[config.mk]
export PLATFORM = sky130hd
export DESIGN_NAME = op_select_ctrl
export DESIGN_NICKNAME = d
export VERILOG_FILES = /design/src/rtl/op_select_ctrl.sv
export SDC_FILE = /design/constraint.sdc
export NUM_CORES = 1
export LEC_CHECK = 0
export CAP_MARGIN = 20
export CORE_ASPECT_RATIO = 1.5
export CORE_MARGIN = 10
export CORE_UTILIZATION = 35
export CTS_BUF_LIST = sky130_fd_sc_hd__clkbuf_2 sky130_fd_sc_hd__clkbuf_4 sky130_fd_sc_hd__clkbuf_8
export DETAILED_ROUTE_END_ITERATION = 10
export PLACE_DENSITY = 0.53
export SYNTH_ARGS = -nofsm -noshare
export SYNTH_HDL_FRONTEND = slang
export SYNTH_SLANG_ARGS = --single-unit
[constraint.sdc]
create_clock -name clk -period 3.5 [get_ports clk]
set_input_delay 0.875 -clock clk [delete_from_list [all_inputs] [get_ports clk]]
set_output_delay 0.875 -clock clk [all_outputs]
set_load 0.05 [all_outputs]
[src/rtl/op_select_ctrl.sv]
// Push-button operation selector: two-flop sync, per-button debounce, press/hold/auto-repeat FSM,
// and a wrapping registered operation index with one-hot indicator and change strobe.
module op_select_ctrl #(
  parameter int unsigned fpga_f      = 50_000_000,
  parameter int unsigned n_ops       = 4,
  parameter int unsigned debounce_ms = 20,
  parameter int unsigned hold_ms     = 500,
  parameter int unsigned rate_ms     = 200,
  localparam int unsigned W          = $clog2(n_ops)
) (
  input  logic             clk,
  input  logic             reset,
  input  logic             btn_next,
  input  logic             btn_prev,
  input  logic             enable,
  output logic [W-1:0]     op_sel,
  output logic [n_ops-1:0] op_onehot,
  output logic             op_changed
);

  localparam int unsigned DEB_RAW  = fpga_f / 1000 * debounce_ms;
  localparam int unsigned HOLD_RAW = fpga_f / 1000 * hold_ms;
  localparam int unsigned RATE_RAW = fpga_f / 1000 * rate_ms;
  localparam int unsigned DEB_CYC  = (DEB_RAW  < 1) ? 1 : DEB_RAW;
  localparam int unsigned HOLD_CYC = (HOLD_RAW < 1) ? 1 : HOLD_RAW;
  localparam int unsigned RATE_CYC = (RATE_RAW < 1) ? 1 : RATE_RAW;
  localparam int unsigned TMR_MAX  = (HOLD_CYC > RATE_CYC) ? HOLD_CYC : RATE_CYC;
  localparam int unsigned DW       = (DEB_CYC > 1) ? $clog2(DEB_CYC) : 1;
  localparam int unsigned TW       = (TMR_MAX > 1) ? $clog2(TMR_MAX) : 1;
  localparam int unsigned N        = n_ops;

  // Bit 0 tracks btn_next, bit 1 tracks btn_prev throughout.
  localparam logic DIR_NEXT = 1'b0;
  localparam logic DIR_PREV = 1'b1;

  typedef enum logic [1:0] {IDLE, HOLD, REPEAT, LOCK} state_e;

  logic [1:0]    sync1_q, sync1_d;
  logic [1:0]    sync2_q, sync2_d;
  logic [1:0]    clean_q, clean_d;
  logic [1:0]    clean_prev_q, clean_prev_d;
  logic [DW-1:0] deb_cnt_q [2];
  logic [DW-1:0] deb_cnt_d [2];

  state_e        state_q, state_d;
  logic          dir_q, dir_d;
  logic [TW-1:0] tmr_q, tmr_d;

  logic [W-1:0]  op_sel_q, op_sel_d;
  logic [N-1:0]  op_onehot_q, op_onehot_d;
  logic          op_changed_q, op_changed_d;

  logic [1:0]    rise;
  logic          step;
  logic          step_dir;

  always_ff @(posedge clk or posedge reset) begin
    if (reset) begin
      sync1_q      <= '0;
      sync2_q      <= '0;
      clean_q      <= '0;
      clean_prev_q <= '0;
      deb_cnt_q[0] <= '0;
      deb_cnt_q[1] <= '0;
      state_q      <= IDLE;
      dir_q        <= DIR_NEXT;
      tmr_q        <= '0;
      op_sel_q     <= '0;
      op_onehot_q  <= N'(1);
      op_changed_q <= 1'b0;
    end else begin
      sync1_q      <= sync1_d;
      sync2_q      <= sync2_d;
      clean_q      <= clean_d;
      clean_prev_q <= clean_prev_d;
      deb_cnt_q[0] <= deb_cnt_d[0];
      deb_cnt_q[1] <= deb_cnt_d[1];
      state_q      <= state_d;
      dir_q        <= dir_d;
      tmr_q        <= tmr_d;
      op_sel_q     <= op_sel_d;
      op_onehot_q  <= op_onehot_d;
      op_changed_q <= op_changed_d;
    end
  end

  // Synchroniser and debounce: clean follows synced after DEB_CYC stable cycles.
  always_comb begin
    sync1_d      = {btn_prev, btn_next};
    sync2_d      = sync1_q;
    clean_prev_d = clean_q;
    clean_d      = clean_q;
    for (int i = 0; i < 2; i++) begin
      deb_cnt_d[i] = deb_cnt_q[i];
      if (sync2_q[i] == clean_q[i]) begin
        deb_cnt_d[i] = '0;
      end else if (deb_cnt_q[i] == DW'(DEB_CYC - 1)) begin
        clean_d[i]   = sync2_q[i];
        deb_cnt_d[i] = '0;
      end else begin
        deb_cnt_d[i] = deb_cnt_q[i] + DW'(1);
      end
    end
  end

  assign rise = clean_q & ~clean_prev_q;

  // Press / hold / repeat / lock sequencing; produces one step request per event.
  always_comb begin
    state_d  = state_q;
    dir_d    = dir_q;
    tmr_d    = tmr_q;
    step     = 1'b0;
    step_dir = dir_q;
    case (state_q)
      IDLE: begin
        if (rise == 2'b11) begin
          state_d = LOCK;
        end else if (rise[0]) begin
          step     = 1'b1;
          step_dir = DIR_NEXT;
          dir_d    = DIR_NEXT;
          tmr_d    = TW'(HOLD_CYC - 1);
          state_d  = HOLD;
        end else if (rise[1]) begin
          step     = 1'b1;
          step_dir = DIR_PREV;
          dir_d    = DIR_PREV;
          tmr_d    = TW'(HOLD_CYC - 1);
          state_d  = HOLD;
        end
      end
      HOLD, REPEAT: begin
        if (!clean_q[dir_q]) begin
          state_d = clean_q[~dir_q] ? LOCK : IDLE;
        end else if (tmr_q == '0) begin
          step    = 1'b1;
          tmr_d   = TW'(RATE_CYC - 1);
          state_d = REPEAT;
        end else begin
          tmr_d = tmr_q - TW'(1);
        end
      end
      LOCK: begin
        if (clean_q == 2'b00) state_d = IDLE;
      end
      default: state_d = IDLE;
    endcase
  end

  // Wrapping index update; enable gates the step but not the sequencing.
  always_comb begin
    op_sel_d     = op_sel_q;
    op_changed_d = 1'b0;
    if (step && enable) begin
      op_changed_d = 1'b1;
      if (step_dir == DIR_NEXT) begin
        op_sel_d = (op_sel_q == W'(N - 1)) ? '0 : op_sel_q + W'(1);
      end else begin
        op_sel_d = (op_sel_q == '0) ? W'(N - 1) : op_sel_q - W'(1);
      end
    end
    op_onehot_d = N'(1) << op_sel_d;
  end

  assign op_sel     = op_sel_q;
  assign op_onehot  = op_onehot_q;
  assign op_changed = op_changed_q;

endmodule

# After elaboration in Yosys (flattened, before gate mapping)
# Cells that the tools add are included.
# op_classes
n_mux	37
n_bitwise	5
addsub	5
n_reduce_logical	11
shift	1
n_lt_le_gt_ge	2
n_eq_ne	15
# ops
operator	count
2-to-1 mux 25 bit	5
2-to-1 mux 20 bit	4
case mux 25 bit (2 select lines)	1
adder 20 x 1 -> 20 bit (second input constant)	2
== test 20 bit (second input constant)	2
logical NOT 25 bit	1
subtractor 25 x 1 -> 25 bit (second input constant)	1
2-to-1 mux 2 bit	11
2-to-1 mux 1 bit	14
== test 2 bit (second input constant)	4
logical NOT 2 bit	3
inequality test 2 bit (second input constant)	3
inequality test 3 bit (second input constant)	2
case mux 2 bit (3 select lines)	1
< comparator 1 x 2 -> 1 bit (second input constant)	2
inequality test 4 bit (second input constant)	1
AND reduction 2 bit	2
AND reduction 4 bit	1
<< shifter 1 x 2 -> 4 bit (first input constant)	1
NOT 1 bit	3
AND reduction 3 bit	1
adder 2 x 1 -> 2 bit (second input constant)	1
bitwise AND 2 bit	1
== test 1 bit	2
7 further kinds	7
# totals
inputBits	5
wordCells	89
reg_bits	83
out_inout_bits	7

# Logic depth before layout (Yosys ltp)
# depth
word_depth	9
ltp_mapped	10
mapped_depth_nobuf	9

# Worst setup path before layout
# No wires, ideal clock.
# synth_timing
path_type	register to register
start	register tmr_q[16]
end	register state_q[0]
synth_period_minus_slack_ns	2.427
stages_incl_launch_ff	8
setup_ns	0.128
required_time_ns	3.372
slack_ns	1.073
n_path_buf	2
arrival_ns	2.299
cell_sequence	dfrtp_1 or4_1 buf_2 or3_4 or2_1 buf_6 a31oi_4 mux2_1
# synth_between
elab_chain_cells	3
# synth_lines
element	line	source
start, declared	47	logic [TW-1:0] tmr_q, tmr_d;
start signal, assigned	80	tmr_q <= tmr_d;
logical NOT 25 bit	136	end else if (tmr_q == '0) begin
inequality test 3 bit (no line)	-	
AND reduction 3 bit (no line)	-	
end signal, assigned	78	state_q <= state_d;
end, declared	45	state_e state_q, state_d;
# Every way passes these cells.
# A chain may end at the register's enable or synchronous reset.

# Final worst setup path
# layout_timing
start	register tmr_q[16]
end	register op_onehot_q[2], in the netlist op_onehot[2]
# layout_between
elab_chain_cells	7
# layout_lines
element	line	source
logical NOT 25 bit	136	
2-to-1 mux 1 bit	136	
2-to-1 mux 1 bit	134	if (!clean_q[dir_q]) begin
case mux 1 bit (2 select lines)	115	case (state_q)
logical AND 1 bit	155	if (step && enable) begin
2-to-1 mux 2 bit	155	
<< shifter 1 x 2 -> 4 bit	163	op_onehot_d = N'(1) << op_sel_d;
via op_onehot_d[2]	50	logic [N-1:0] op_onehot_q, op_onehot_d;
end signal, assigned	82	op_onehot_q <= op_onehot_d;
end, declared	50	
# The timed path passes the listed nets, and every way through them passes these cells.

==> impl_metrics.py <==
metrics = {
    "placement": {
        "gp_congestion": 0.814,
        "numPortBuffers": 11,
        "dp_hpwl_um": 6420,
        "place.detailed.instances": 602,
    },
    "timing": {
        "timing.final.setup_violations": 0,
        "drv_slew": 0,
        "max_slew.worst_pin.slew_ns": 0.998,
        "min_period_over_period": 0.765,
        "finalHoldViolCount": 0,
        "worst_slew_slack_as_a_fraction_of_its_limit": 0.329,
        "unrepaired_setup_endpoints_after_global_routing": "no",
        "fin_worst_skew_ns": 0.0167,
        "fmax_mhz": 374,
        "final_period_minus_worst_setup_slack_ns": 2.68,
        "finalSetupTns_ns": 0,
    },
    "critical_path": {
        "type_of_element_launching_the_critical_path": "flop",
        "regToRegStartpoint": "tmr_q[16]$_DFFE_PP0P_",
        "reg2reg_to": "op_onehot[2]$_DFF_PP0_",
        "worst_path_largest_cell_delay_ns": 0.68,
        "cpMaxStageDelayCell": "o31ai_2",
        "critical_path.cell_chain": "or4_1 > or3_4 > o31ai_2 > o21ai_0 > o31ai_1",
        "cp.required_ns": 3.78,
        "setup.worst_path.class": "reg2reg",
        "endpoint_kind": "flop",
        "arrival_ns": 2.96,
        "ff2ff_path_depth": 5,
        "critical_path_peak_fanout": 13,
        "ff2ff_setup_slack_ns": 0.82,
    },
    "global_routing": {
        "maximum_number_of_pins_on_one_net_before_global_route_repair": 49,
        "gr-usage-all-layers": 0.110,
        "grt_first_pass_wirelength_um": 16100,
        "number_of_global_route_vias_before_repair": 3288,
        "grt_overflow": 0,
        "antenna_found_initial": 0,
    },
    "cts": {
        "worstSkewPairLatency_ns": 0.37,
        "holdBufCountCts": 0,
        "post_cts_repair_setup_buffers": 0,
        "h-tree-depth": 3,
        "clock-root-buffer": "clkbuf_8",
        "cts-buffers-inserted": 9,
        "cts-resized-gates": 0,
        "clock_path_buffers": 2,
        "clk_transition_reported_paths_ns": 0.10,
        "cts_tree": "done",
        "cts.sink_count": 83,
    },
    "logic_synthesis": {
        "main_combinational_cell_family_by_area_after_synthesis": "simple AND/OR/NAND/NOR gates",
        "synth.distinct_cells": 53,
        "synthDominantAreaCellType": "dfrtp_1",
        "netlist_top_cells_count": "dfrtp_1 (82), nor2_1 (58), nand2_1 (30), o21ai_0 (30), xor2_1 (25)",
        "postSynthAreaPerCell_um2": 9.58,
        "netlist_instances": 449,
        "synth_edf_count": 0,
        "leading_cell_types_by_total_area_after_synthesis": "dfrtp_1 (48%), xor2_1 (5.1%), nor2_1 (5.1%)",
        "yosys.cell_count.top_type": "dfrtp_1",
        "yosysTopAreaCellShare": 0.477,
        "synth-compound-area-share": 0.128,
        "yosys_most_used_dff": "dfrtp_1",
        "post_synthesis_sequential_area_ratio": 0.483,
        "synth.cell_area_mm2": 0.00430,
        "yosysWarnings": 0,
        "postSynth.asyncResetShare": 1.00,
        "syn-num-nets": 464,
        "synthesized_area_fraction_occupied_by_and_or_nand_nor_cells": 0.232,
        "synth_adder_area_share": 0.0291,
        "synth_xor_area_frac": 0.0814,
        "muxShareOfSynthArea": 0.0151,
        "synth_seq_cells": 83,
    },
    "power_and_ir_drop": {
        "fraction_of_power_spent_switching_nets": 0.238,
        "share_seq_of_total_power": 0.564,
        "power_leakage_nw": 2.14,
        "cellPowerDensity_mw_per_mm2": 360,
        "p_sw_uw": 411,
        "vdd.ir_drop.worst_mv": 0.149,
        "p_clk_frac": 0.410,
        "intPower_mw": 1.31,
        "power.share.combinational": 0.026,
        "p_total_mw": 1.72,
    },
    "hold_path": {
        "hold_path_end": "sync2_q[1]$_DFF_PP0_",
        "holdPathStages": 0,
        "worstHoldPathType": "reg2reg",
        "min_from": "sync1_q[1]$_DFF_PP0_",
    },
    "layout": {
        "total_inserted_antenna_cells": 0,
        "final-instance-count-excl-fill": 619,
        "final_layout_size_suffix_gt1_frac": 0.0687,
        "flow.area_growth_from_synthesis_pct": 11.2,
        "layout.nets": 476,
    },
    "drt": {
        "drt-vias-per-instance": 5.33,
        "firstDrtPassIters": 5,
        "dr.first_iter.drc_count": 189,
        "wl_per_cell_um": 14.7,
        "finalWirelength_um": 9100,
        "drc_errors": 0,
        "antenna_left": 0,
        "vias": 3297,
    },
    "floorplanning": {
        "core_area_mm2": 0.0120,
        "boundaryPins": 12,
        "dieArea_mm2": 0.0172,
        "dieHeight_um": 156,
        "initial_core_util": 0.358,
        "placement_rows": 49,
        "floorplan_die_width_um": 111,
    },
    "status": {
        "outcome": "finished clean",
    },
    "run": {
        "maxCapViolCount": 0,
    },
}
## cell families after synthesis
kind of cell | Yosys count
and+or+nand+nor | 194
adders and majority gates | 10
xor gates and xnor gates | 40
AOI/OAI and AO/OA | 83
buffers and inverters | 33
muxes | 6
DFF | 83
## cells in the final DEF, fill, tap and decap left out, types with 3 or more instances in the layout
| cell | count |
|---|---|
| mux2_2 | 3 |
| nor2b_1 | 4 |
| ha_1 | 10 |
| xnor2_1 | 15 |
| and2_1 | 3 |
| or4_1 | 3 |
| nand2_1 | 30 |
| nand2b_1 | 8 |
| nor3b_1 | 3 |
| a31oi_1 | 6 |
| nand4_1 | 11 |
| o31ai_1 | 8 |
| o21ai_0 | 29 |
| nor2_1 | 58 |
| nand3_1 | 15 |
| clkbuf_8 | 9 |
| and4_1 | 7 |
| dfrtp_1 | 82 |
| nor3_1 | 18 |
| xor2_1 | 25 |
| o2bb2ai_1 | 5 |
| or3_1 | 5 |
| a21oi_1 | 13 |
| clkdlybuf4s50_1 | 11 |
| inv_1 | 18 |
| nor4b_1 | 3 |
| buf_4 | 3 |
| nor4_1 | 7 |
| and3_1 | 12 |
## power by group through the flow
stage / Combinational [mW] / Clock [mW] / Sequential, mW
2_1_floorplan: 0.0293 / 0 / 0.990
3_3_place_gp: 0.0473 / 0 / 0.992
3_5_place_dp: 0.0473 / 0 / 0.992
4_1_cts: 0.0475 / 0.736 / 0.973
5_1_grt: 0.0537 / 0.789 / 0.974
6_report: 0.0446 / 0.708 / 0.973
## flip-flops by register name (all words and copies together), names as in the netlist
register,flops
op_sel,2
dir_q,1
deb_cnt_q,40
state_q,2
clean_prev_d,2
clean_prev_q,2
op_onehot,4
op_changed,1
sync1_q,2
sync2_q,2
tmr_q,25
## metrics by stage
step / setup slack [ns] / hold slack [ns] / utilization / area [um^2]
after floorplan: 0.490 / 0.331 / - / 4300
after global placement: 0.817 / 0.342 / 0.381 / 4580
after detailed placement: 0.736 / 0.339 / 0.381 / 4580
after CTS: 0.835 / 0.351 / 0.398 / 4780
after global routing: 0.489 / 0.349 / 0.398 / 4780
final: 0.823 / 0.345 / 0.398 / 4780
## layer usage
| layer | part of all wire | wire length, um | global-route usage | vias up |
|---|---|---|---|---|
| met1 | 0.45 | 4070 | 0.133 | 1619 |
| met3 | 0.033 | 303 | 0.0296 | 16 |
| met4 | 0.022 | 200 | 0.0454 | 0 |
| li1 | - | - | - | 1620 |
| met2 | 0.50 | 4520 | 0.182 | 42 |
| met5 | 0 | 0 | 0 | - |
## critical path, delay by kind of cell (launching register included)
kind	cells	cell delay [ns]
simple gates	2	1.12
compound gates	3	1.03
flops	1	0.44
## area by class of cell
class	instances	area [um^2]
flip-flops and latches	83	2080
clock buffers	9	124
clock inverters	7	76.3
multi-input cells	333	2090
inverters	19	72.6
fillers	1220	7230
well taps	153	191
repair buffers	15	153
## how the worst max path moves through the flow
stage / slack (ns) / startpoint / depth (start not counted) / to
after global routing: 0.49 / clean_prev_d[1]$_DFFE_PP0P_ / 8 / tmr_q[12]$_DFFE_PP0P_
final: 0.82 / tmr_q[16]$_DFFE_PP0P_ / 5 / op_onehot[2]$_DFF_PP0_
after floorplan: 0.49 / reset / 1 / clean_prev_d[0]$_DFFE_PP0P_
after CTS: 0.83 / clean_prev_d[1]$_DFFE_PP0P_ / 8 / tmr_q[21]$_DFFE_PP0P_
after global placement: 0.82 / enable / 6 / op_onehot[3]$_DFF_PP0_
after detailed placement: 0.74 / enable / 6 / op_onehot[2]$_DFF_PP0_
No activity file was read; power rests on OpenSTA's default activity.
